===== src/rtl/core_ibex_event_recorder.sv =====
// Core event recorder: per-channel counters, sticky flags and a time-stamped record FIFO.
// Optional CORE_IBEX_EVT_PRIV_TRACK_EN turns privilege-mode changes into implicit records.
module core_ibex_event_recorder #(
    parameter int NUM_EVT = 8,
    parameter int CNT_W   = 16,
    parameter int DEPTH   = 8,
    parameter int TS_W    = 32
) (
    input  logic                     clk,
    input  logic                     reset,
    input  logic [NUM_EVT-1:0]       evt_i,
    input  logic [1:0]               priv_mode_i,
    input  logic                     clr_i,
    output logic                     rec_valid_o,
    input  logic                     rec_ready_i,
    output logic [NUM_EVT-1:0]       rec_evt_o,
    output logic [TS_W-1:0]          rec_ts_o,
    output logic [1:0]               rec_priv_o,
    output logic [NUM_EVT*CNT_W-1:0] cnt_o,
    output logic [NUM_EVT-1:0]       seen_o,
    output logic [CNT_W-1:0]         drop_cnt_o,
    output logic [$clog2(DEPTH):0]   level_o
);

    localparam int AW = $clog2(DEPTH);
    localparam int LW = AW + 1;
    localparam int RW = NUM_EVT + TS_W + 2;

    logic [RW-1:0]    mem_q [DEPTH];
    logic [RW-1:0]    mem_d [DEPTH];
    logic [AW-1:0]    wptr_q, wptr_d, rptr_q, rptr_d;
    logic [LW-1:0]    level_q, level_d;
    logic [TS_W-1:0]  ts_q, ts_d;
    logic [CNT_W-1:0] cnt_q [NUM_EVT];
    logic [CNT_W-1:0] cnt_d [NUM_EVT];
    logic [NUM_EVT-1:0] seen_q, seen_d;
    logic [CNT_W-1:0] drop_q, drop_d;
    logic push_req, push, pop, full, drop;

`ifdef CORE_IBEX_EVT_PRIV_TRACK_EN
    logic [1:0] prev_priv_q;
    logic       started_q;
    // The first sampled mode after reset is a baseline, not a change.
    assign push_req = (|evt_i) | (started_q & (priv_mode_i != prev_priv_q));

    always_ff @(posedge clk or posedge reset) begin
        if (reset) begin
            prev_priv_q <= 2'd0;
            started_q   <= 1'b0;
        end else begin
            prev_priv_q <= priv_mode_i;
            started_q   <= 1'b1;
        end
    end
`else
    assign push_req = |evt_i;
`endif

    assign full = (level_q == LW'(DEPTH));
    assign pop  = rec_ready_i & (level_q != '0);
    assign push = push_req & (~full | pop);
    assign drop = push_req & full & ~pop;

    always_comb begin
        mem_d = mem_q;
        if (push) mem_d[wptr_q] = {evt_i, ts_q, priv_mode_i};
        wptr_d  = wptr_q + AW'(push);
        rptr_d  = rptr_q + AW'(pop);
        level_d = level_q + LW'(push) - LW'(pop);
        ts_d    = ts_q + 1'b1;
        for (int k = 0; k < NUM_EVT; k++) begin
            cnt_d[k] = cnt_q[k];
            if (clr_i) cnt_d[k] = '0;
            else if (evt_i[k] && cnt_q[k] != {CNT_W{1'b1}})
                cnt_d[k] = cnt_q[k] + 1'b1;
        end
        seen_d = clr_i ? '0 : (seen_q | evt_i);
        drop_d = drop_q;
        if (clr_i) drop_d = '0;
        else if (drop && drop_q != {CNT_W{1'b1}}) drop_d = drop_q + 1'b1;
    end

    always_ff @(posedge clk or posedge reset) begin
        if (reset) begin
            for (int i = 0; i < DEPTH; i++) mem_q[i] <= '0;
            for (int k = 0; k < NUM_EVT; k++) cnt_q[k] <= '0;
            wptr_q  <= '0;
            rptr_q  <= '0;
            level_q <= '0;
            ts_q    <= '0;
            seen_q  <= '0;
            drop_q  <= '0;
        end else begin
            mem_q   <= mem_d;
            cnt_q   <= cnt_d;
            wptr_q  <= wptr_d;
            rptr_q  <= rptr_d;
            level_q <= level_d;
            ts_q    <= ts_d;
            seen_q  <= seen_d;
            drop_q  <= drop_d;
        end
    end

    always_ff @(posedge clk) begin
        if (!reset) assert (!$isunknown(evt_i));
    end

    assign rec_valid_o = (level_q != '0);
    assign rec_evt_o   = mem_q[rptr_q][RW-1 -: NUM_EVT];
    assign rec_ts_o    = mem_q[rptr_q][2 +: TS_W];
    assign rec_priv_o  = mem_q[rptr_q][1:0];
    assign seen_o      = seen_q;
    assign drop_cnt_o  = drop_q;
    assign level_o     = level_q;

    for (genvar k = 0; k < NUM_EVT; k++) begin : g_cnt
        assign cnt_o[k*CNT_W +: CNT_W] = cnt_q[k];
    end

endmodule


===== config.mk =====
export PLATFORM = sky130hd
export DESIGN_NAME = core_ibex_event_recorder
export DESIGN_NICKNAME = d
export VERILOG_FILES = /design/src/rtl/core_ibex_event_recorder.sv
export SDC_FILE = /design/constraint.sdc
export NUM_CORES = 1
export LEC_CHECK = 0
export ABC_CLOCK_PERIOD_IN_PS = 22300
export CAP_MARGIN = 30
export CORE_ASPECT_RATIO = 1.2
export CORE_MARGIN = 2
export CORE_UTILIZATION = 40
export CTS_CLUSTER_SIZE = 30
export DETAILED_ROUTE_END_ITERATION = 8
export GPL_TIMING_DRIVEN = 0
export PLACE_DENSITY = 0.55
export SLEW_MARGIN = 20
export SYNTH_ARGS = -nofsm -noshare
export SYNTH_HDL_FRONTEND = slang
export SYNTH_SLANG_ARGS = --single-unit

===== constraint.sdc =====
create_clock -name clk -period 22.3 [get_ports clk]
set_clock_uncertainty 0.15 [all_clocks]
set_input_delay 4.46 -clock clk [delete_from_list [all_inputs] [get_ports clk]]
set_output_delay 4.46 -clock clk [all_outputs]
set_load 0.05 [all_outputs]

Word-level counts from Yosys, hierarchy flattened
Cells that the tools add are included.
Word-level totals
  memories: 0
  output and inout bits: 199
  bits in latches: 0
  ROM bits: 0
  register bits: 530
  logic and storage cells: 105
  RAM bits: 0
Cells by class
  eq/ne operators: 10
  magnitude comparators: 3
  divide/modulo/power cells: 0
  reduce and logical (&&, ||, !) cells: 21
  multiplexer cells: 25
  bitwise operators: 10
  multiply operators: 0
  add/subtract/negate cells: 14
  shift operators: 0
Operator list (count)
  $bwmux W336: 1
  $mux W16: 18
  $add A16 B1 Y16 const B: 9
  $ne A16 B16 Y1 const B: 9
  $bmux W42 S3: 1
  $demux W42 S3: 1
  $mux W42: 3
  $add A32 B1 Y32 const B: 1
  $reduce_bool A2 Y1: 9
  $logic_and A1 B1 Y1: 10
  $ge A4 B4 Y1 const B: 2
  $mux W8: 1
  $not A3 Y4: 2
  $or A8 B8 Y8: 1
  $reduce_or A8 Y1: 1
  $add A3 B1 Y3: 2
  $add A4 B1 Y4: 1
  $and A1 B1 Y1: 4
  $eq A4 B4 Y1 const B: 1
  $lt A4 B1 Y1 const B: 1
  $reduce_bool A4 Y1: 1
  $sub A4 B1 Y4: 1
  $not A1 Y1: 2
  $or A1 B1 Y1: 1

Longest topological paths before layout
  word-level depth: 7
  depth in mapped cells: 10
  depth with buffers taken out: 10

Least setup slack after synthesis
Ideal clock, no wire load.
  path type: reg-to-output
  start: reg rptr_q[0]
  end: out rec_evt_o[0]
  arrival time: 1.981 ns
  stages on the path, launching flop included: 5
  setup slack: 15.709 ns
  path through: dfrtp_1 clkbuf_1 buf_2 mux4_2 mux2_2
Between the ends
  word-level cells in the longest chain between the ends: 4
Ends and longest elaborated chain
  start, declared: RTL line 31  | logic [AW-1:0] wptr_q, wptr_d, rptr_q, rptr_d;
  start signal, assigned: RTL line 97  | rptr_q <= rptr_d;
  $not A3 Y4 (not written as such): RTL line 110  | assign rec_evt_o = mem_q[rptr_q][RW-1 -: NUM_EVT];
  $bmux W42 S3: RTL line 110
  $mux W42 (2 in series)
  end, declared: RTL line 16  | output logic [NUM_EVT-1:0] rec_evt_o,
No other way between the ends. The select of a mux whose other input is x is not followed.

Worst setup path in the final report
  start: reg rptr_q[1]
  end: out rec_priv_o[1]
Between the ends
  word-level cells in the longest chain between the ends: 4
Ends and longest elaborated chain
  $not A3 Y4 (not written as such): RTL line 112  | assign rec_priv_o = mem_q[rptr_q][1:0];
  $bmux W42 S3: RTL line 112
  $mux W42 (not written as such) (2 in series): RTL line 112
  end, declared: RTL line 18  | output logic [1:0] rec_priv_o,
No other way between the ends. The select of a mux whose other input is x is not followed.

==> results.md <==
Run status:
- The run finished with clean final reports.

Synth:
- The number of synthesis warnings is 0.
- After synthesis the cells add up to around 25000 um2.
- Of the post-synthesis cell area, the dominant cell type holds 0.5357.
- Of all cell types, the one taking the most synthesized area is dfrtp_1.
- In the synthesized netlist the dominant register cell turns out to be dfrtp_1.
- The number of nets in the synthesized netlist is approximately 1900.
- The number of flops mapped to enable cells by yosys is 0.
- Averaged over all synthesized cells, the footprint is ~13 um2.
- Counting flops and latches in the post-synthesis netlist gives between 500 and 600.
- The proportion of synthesized chip area in sequential cells is 0.5357.
- Ranked by total cell area, the synthesized netlist is headed by dfrtp_1 54%, mux2_2 17%, mux4_2 7.6%, xnor2_1 2.5%, xor2_1 2.4%.
- The netlist uses 60 different library cells.
- Counting flops with an async set or reset pin after synthesis yields a share of 1.000.
- After technology mapping, the gate count stands at ~1900.

Critical path:
- The reg2reg setup slack is 19.45 ns.
- The slowest cell on the critical path is clkbuf_1.
- In this run the critical register-to-register path is launched from level_o[2]$_DFF_PP0_.
- The signal on the critical path passes through clkbuf_1 > clkbuf_1 > mux4_2 > mux2_2 > clkdlybuf4s50_1.
- The buffering stage count on the worst path with inverters included is 3.
- The largest single stage delay on the critical path is around 0.75 ns.
- The most numerous cell type found on the critical path is clkbuf_1.
- For the worst setup path, the data required time is between 15 and 20 ns.
- STA puts the critical path data arrival time at ~3.8 ns.
- The worst setup path is launched from a register.
- In this run the worst path has a maximum fanout of 10.
- The worst setup path is of the reg -> out kind.
- The path depth of the worst reg2reg path is 9.
- The element type at the critical path end is a primary output.
- The endpoint of the lowest-slack register-to-register path is mem_q[7]$_DFFE_PP0P_.
- The cell type group with the largest total delay on the critical path is buffers and inverters.

Hold path:
- The worst hold path was traced through 2 stages.
- In this run the most critical hold path is launched from mem_q[254]$_DFFE_PP0P_.
- The path with the worst hold slack has its endpoint at mem_q[254]$_DFFE_PP0P_.
- The class of the most critical hold timing path is reg -> reg.

STA:
- Setup violations remaining at the end of the flow were counted as 0.
- The number of pins exceeding their max-slew limit in the final report is 0.
- The worst slew margin relative to its limit is 0.3849.
- The final count of hold timing violations is 0.
- The clock period minus worst slack is around 8.4 ns.
- The worst hold slack is about 0.33 ns.
- For the pin with the worst max-slew slack, the measured transition is between 0.9 and 1 ns.
- The maximum achievable frequency is ~0.12 GHz.
- Of the available clock period, the critical path in the final layout requires 0.3750.
- Setup repair after global routing left no endpoint under its margin.

GRT:
- The overall overflow remaining after global route is 0.
- Across every metal layer, demand over resource in global routing totals 0.2017.
- The via count of the first global-routing pass was roughly 17000.
- The pin count of the biggest net entering global routing is 108.
- The global-route wire length before repair is between 100000 and 150000 um.
- The number of antenna violations at the first check in global routing came to 3.

Clocking:
- TritonCTS built the clock tree.
- Buffers added to address setup during post-CTS repair amount to 0.
- The cell sitting at the root of the clock tree is a clkbuf_16.
- Clock-pin slew was measured on the worst setup and hold paths at 0.06 ns.
- CTS built an H-tree with a depth of 2.
- The number of clock buffers inserted by TritonCTS is 57.
- The clock passes through at most 3 buffers.
- Clock tree synthesis found a total of 530 sinks.
- In this run, post-CTS hold repair placed 0 buffers.
- In this run, post-CTS repair resized a total of 0 instances.
- The clock latency of the later-clocked register in the worst-skew pair is 0.61 ns.

Pwr:
- VDD sags by at most about 69 uV.
- The post-layout total power is around 0.0032 W.
- Dividing total power by cell area gives a power density of about 110 nW/um2.
- In this run the static leakage power is 13.11 nW.

Route:
- The final routed wire length divided by cell count is 21.06 um.
- The starting DRC count in detailed routing is a little over 700.
- The total via count in the routed design is 16060.
- The number of optimization iterations in the first detailed-route pass is 4.
- Wires add up to ~63000 um.
- The count of unresolved DRC violations after routing is 0.
- The count of nets left with antenna violations once routing finished came out at 0.
- The average vias per placed instance is approximately 5.3.

Floorplanning:
- The floorplan die area is about 64000 um2.
- The overall die height is approximately 280 um.
- The die width is 231.1 um.
- The core region is 61070 um2.
- The I/O pin total is 213.
- In this run the core area contains 99 standard-cell rows.
- For this configuration, the core starts out at a cell density of 0.4054.

Layout:
- The number of filler instances in the final layout is about 5500.
- The final cell area excluding filler cells is 30020 um2.
- The final layout contains between 2000 and 2500 nets.
- The layout cell share with drive strength beyond 1 is 0.2843.
- The area taken by flip-flops and latches is 13260 um2.
- In the final layout, the multi-input gates occupy around 11000 um2.
- From synthesis to final layout, the design area changed by 21.24%.

Job:
- Max-cap violations in this run came to 0.

Placement:
- After detailed placement, the total cell area comes to 28040 um2.
- The global placer's final weighted congestion is roughly 0.84.
- The sum of net half-perimeters after detailed placement is between 40000 and 50000 um.
- The number of buffer cells added on primary ports is 210.
placed cells by master (no fill, tap or decap), types with 11 or more instances in the layout:
cell	count
clkbuf_1	81
o2111ai_1	11
clkdlybuf4s50_1	210
clkbuf_8	13
nor4_1	15
nand2_1	69
a21oi_1	25
inv_1	11
buf_2	28
nor2_1	147
dfrtp_1	530
nand3_1	57
o21ai_0	17
and3_1	32
xor2_1	67
nand4_1	58
clkinv_2	21
buf_4	16
mux4_2	84
ha_1	20
clkbuf_16	57
or3_1	14
nor3_1	32
and4_1	30
xnor2_1	72
mux2_2	368
final cells by class:
type                       count  area share
sequential                   530      0.4418
multi-input combinational   1205      0.3619
timing repair buffer         217     0.07549
clock buffer                  75     0.05410
tap                          808     0.03368
buffer                       130     0.01947
clock inverter                32     0.01159
inverter                      13    0.001876
antenna                        1  0.00008336
power breakdown:
group	internal [W]	switching, W
Sequential	0.00109	0.0000668
Combinational	0.000461	0.000594
Clock	0.000592	0.000404
Total	0.00215	0.00106
metrics by stage:
step	cells	setup slack (ns)	utilization	TNS, ns
2_1_floorplan	1878	2.880	-	0
3_3_place_gp	2896	-3.266	0.4564	-1680.72
3_5_place_dp	2903	14.49	0.4592	0
4_1_cts	3010	13.80	0.4915	0
5_1_grt	3011	13.70	0.4915	0
6_report	3011	13.94	0.4915	0
worst max-delay path by stage:
stage	depth (start not counted)	slack (ns)	end	startpoint
floorplan	1	2.88	cnt_o[0]$_DFFE_PP0P_	reset
global placement	2	-3.27	mem_q[322]$_DFFE_PP0P_	reset
detailed placement	5	14.49	rec_priv_o[1]	rptr_q[0]$_DFF_PP0_
CTS	5	13.80	rec_priv_o[1]	rptr_q[0]$_DFF_PP0_
global route	5	13.70	rec_priv_o[0]	rptr_q[0]$_DFF_PP0_
finish	5	13.94	rec_priv_o[1]	rptr_q[1]$_DFF_PP0_
synth_stat cells (17+ instances only):
master,number
nand2_1,69
nand3_1,57
xor2_1,67
buf_2,28
ha_1,20
xnor2_1,72
mux2_2,368
nand4_1,58
and4_1,30
a21oi_1,25
o21ai_0,17
clkbuf_1,76
nor2_1,147
dfrtp_1,530
and3_1,32
mux4_2,84
nor3_1,32
kinds of logic after synthesis:
kind of cell             share of synthesized area
AND/OR/NAND/NOR                             0.1063
flip-flops                                  0.5357
XOR/XNOR                                   0.04917
AO/OA/AOI/OAI                              0.02208
multiplexers                                0.2503
adder cells (fa/ha/maj)                    0.01092
buffers and inverters                      0.02557
sequential cells by signal, summed over array words and instances (netlist names):
register    count
cnt_o         128
seen_o          8
rptr_q          3
drop_cnt_o     16
mem_q         336
ts_q           32
wptr_q          3
level_o         4
layer usage:
layer / share of wire / vias to the layer above / track usage
li1: - / 7381 / -
met1: 0.42 / 8301 / 0.2518
met2: 0.49 / 275 / 0.3405
met3: 0.063 / 96 / 0.05920
met4: 0.025 / 4 / 0.05409
met5: 0.00041 / - / 0
worst reg2reg max path: stages, from the launching register on:
cell and delay, ns:
dfrtp_1 0.35, inv_1 0.08, ha_1 0.22, nor2b_1 0.25, o2bb2ai_2 0.17, inv_2 0.11
nand2_2 0.08, nor2_1 0.47, buf_2 0.46, mux2_2 0.39
(Power assumes the default switching activity.)
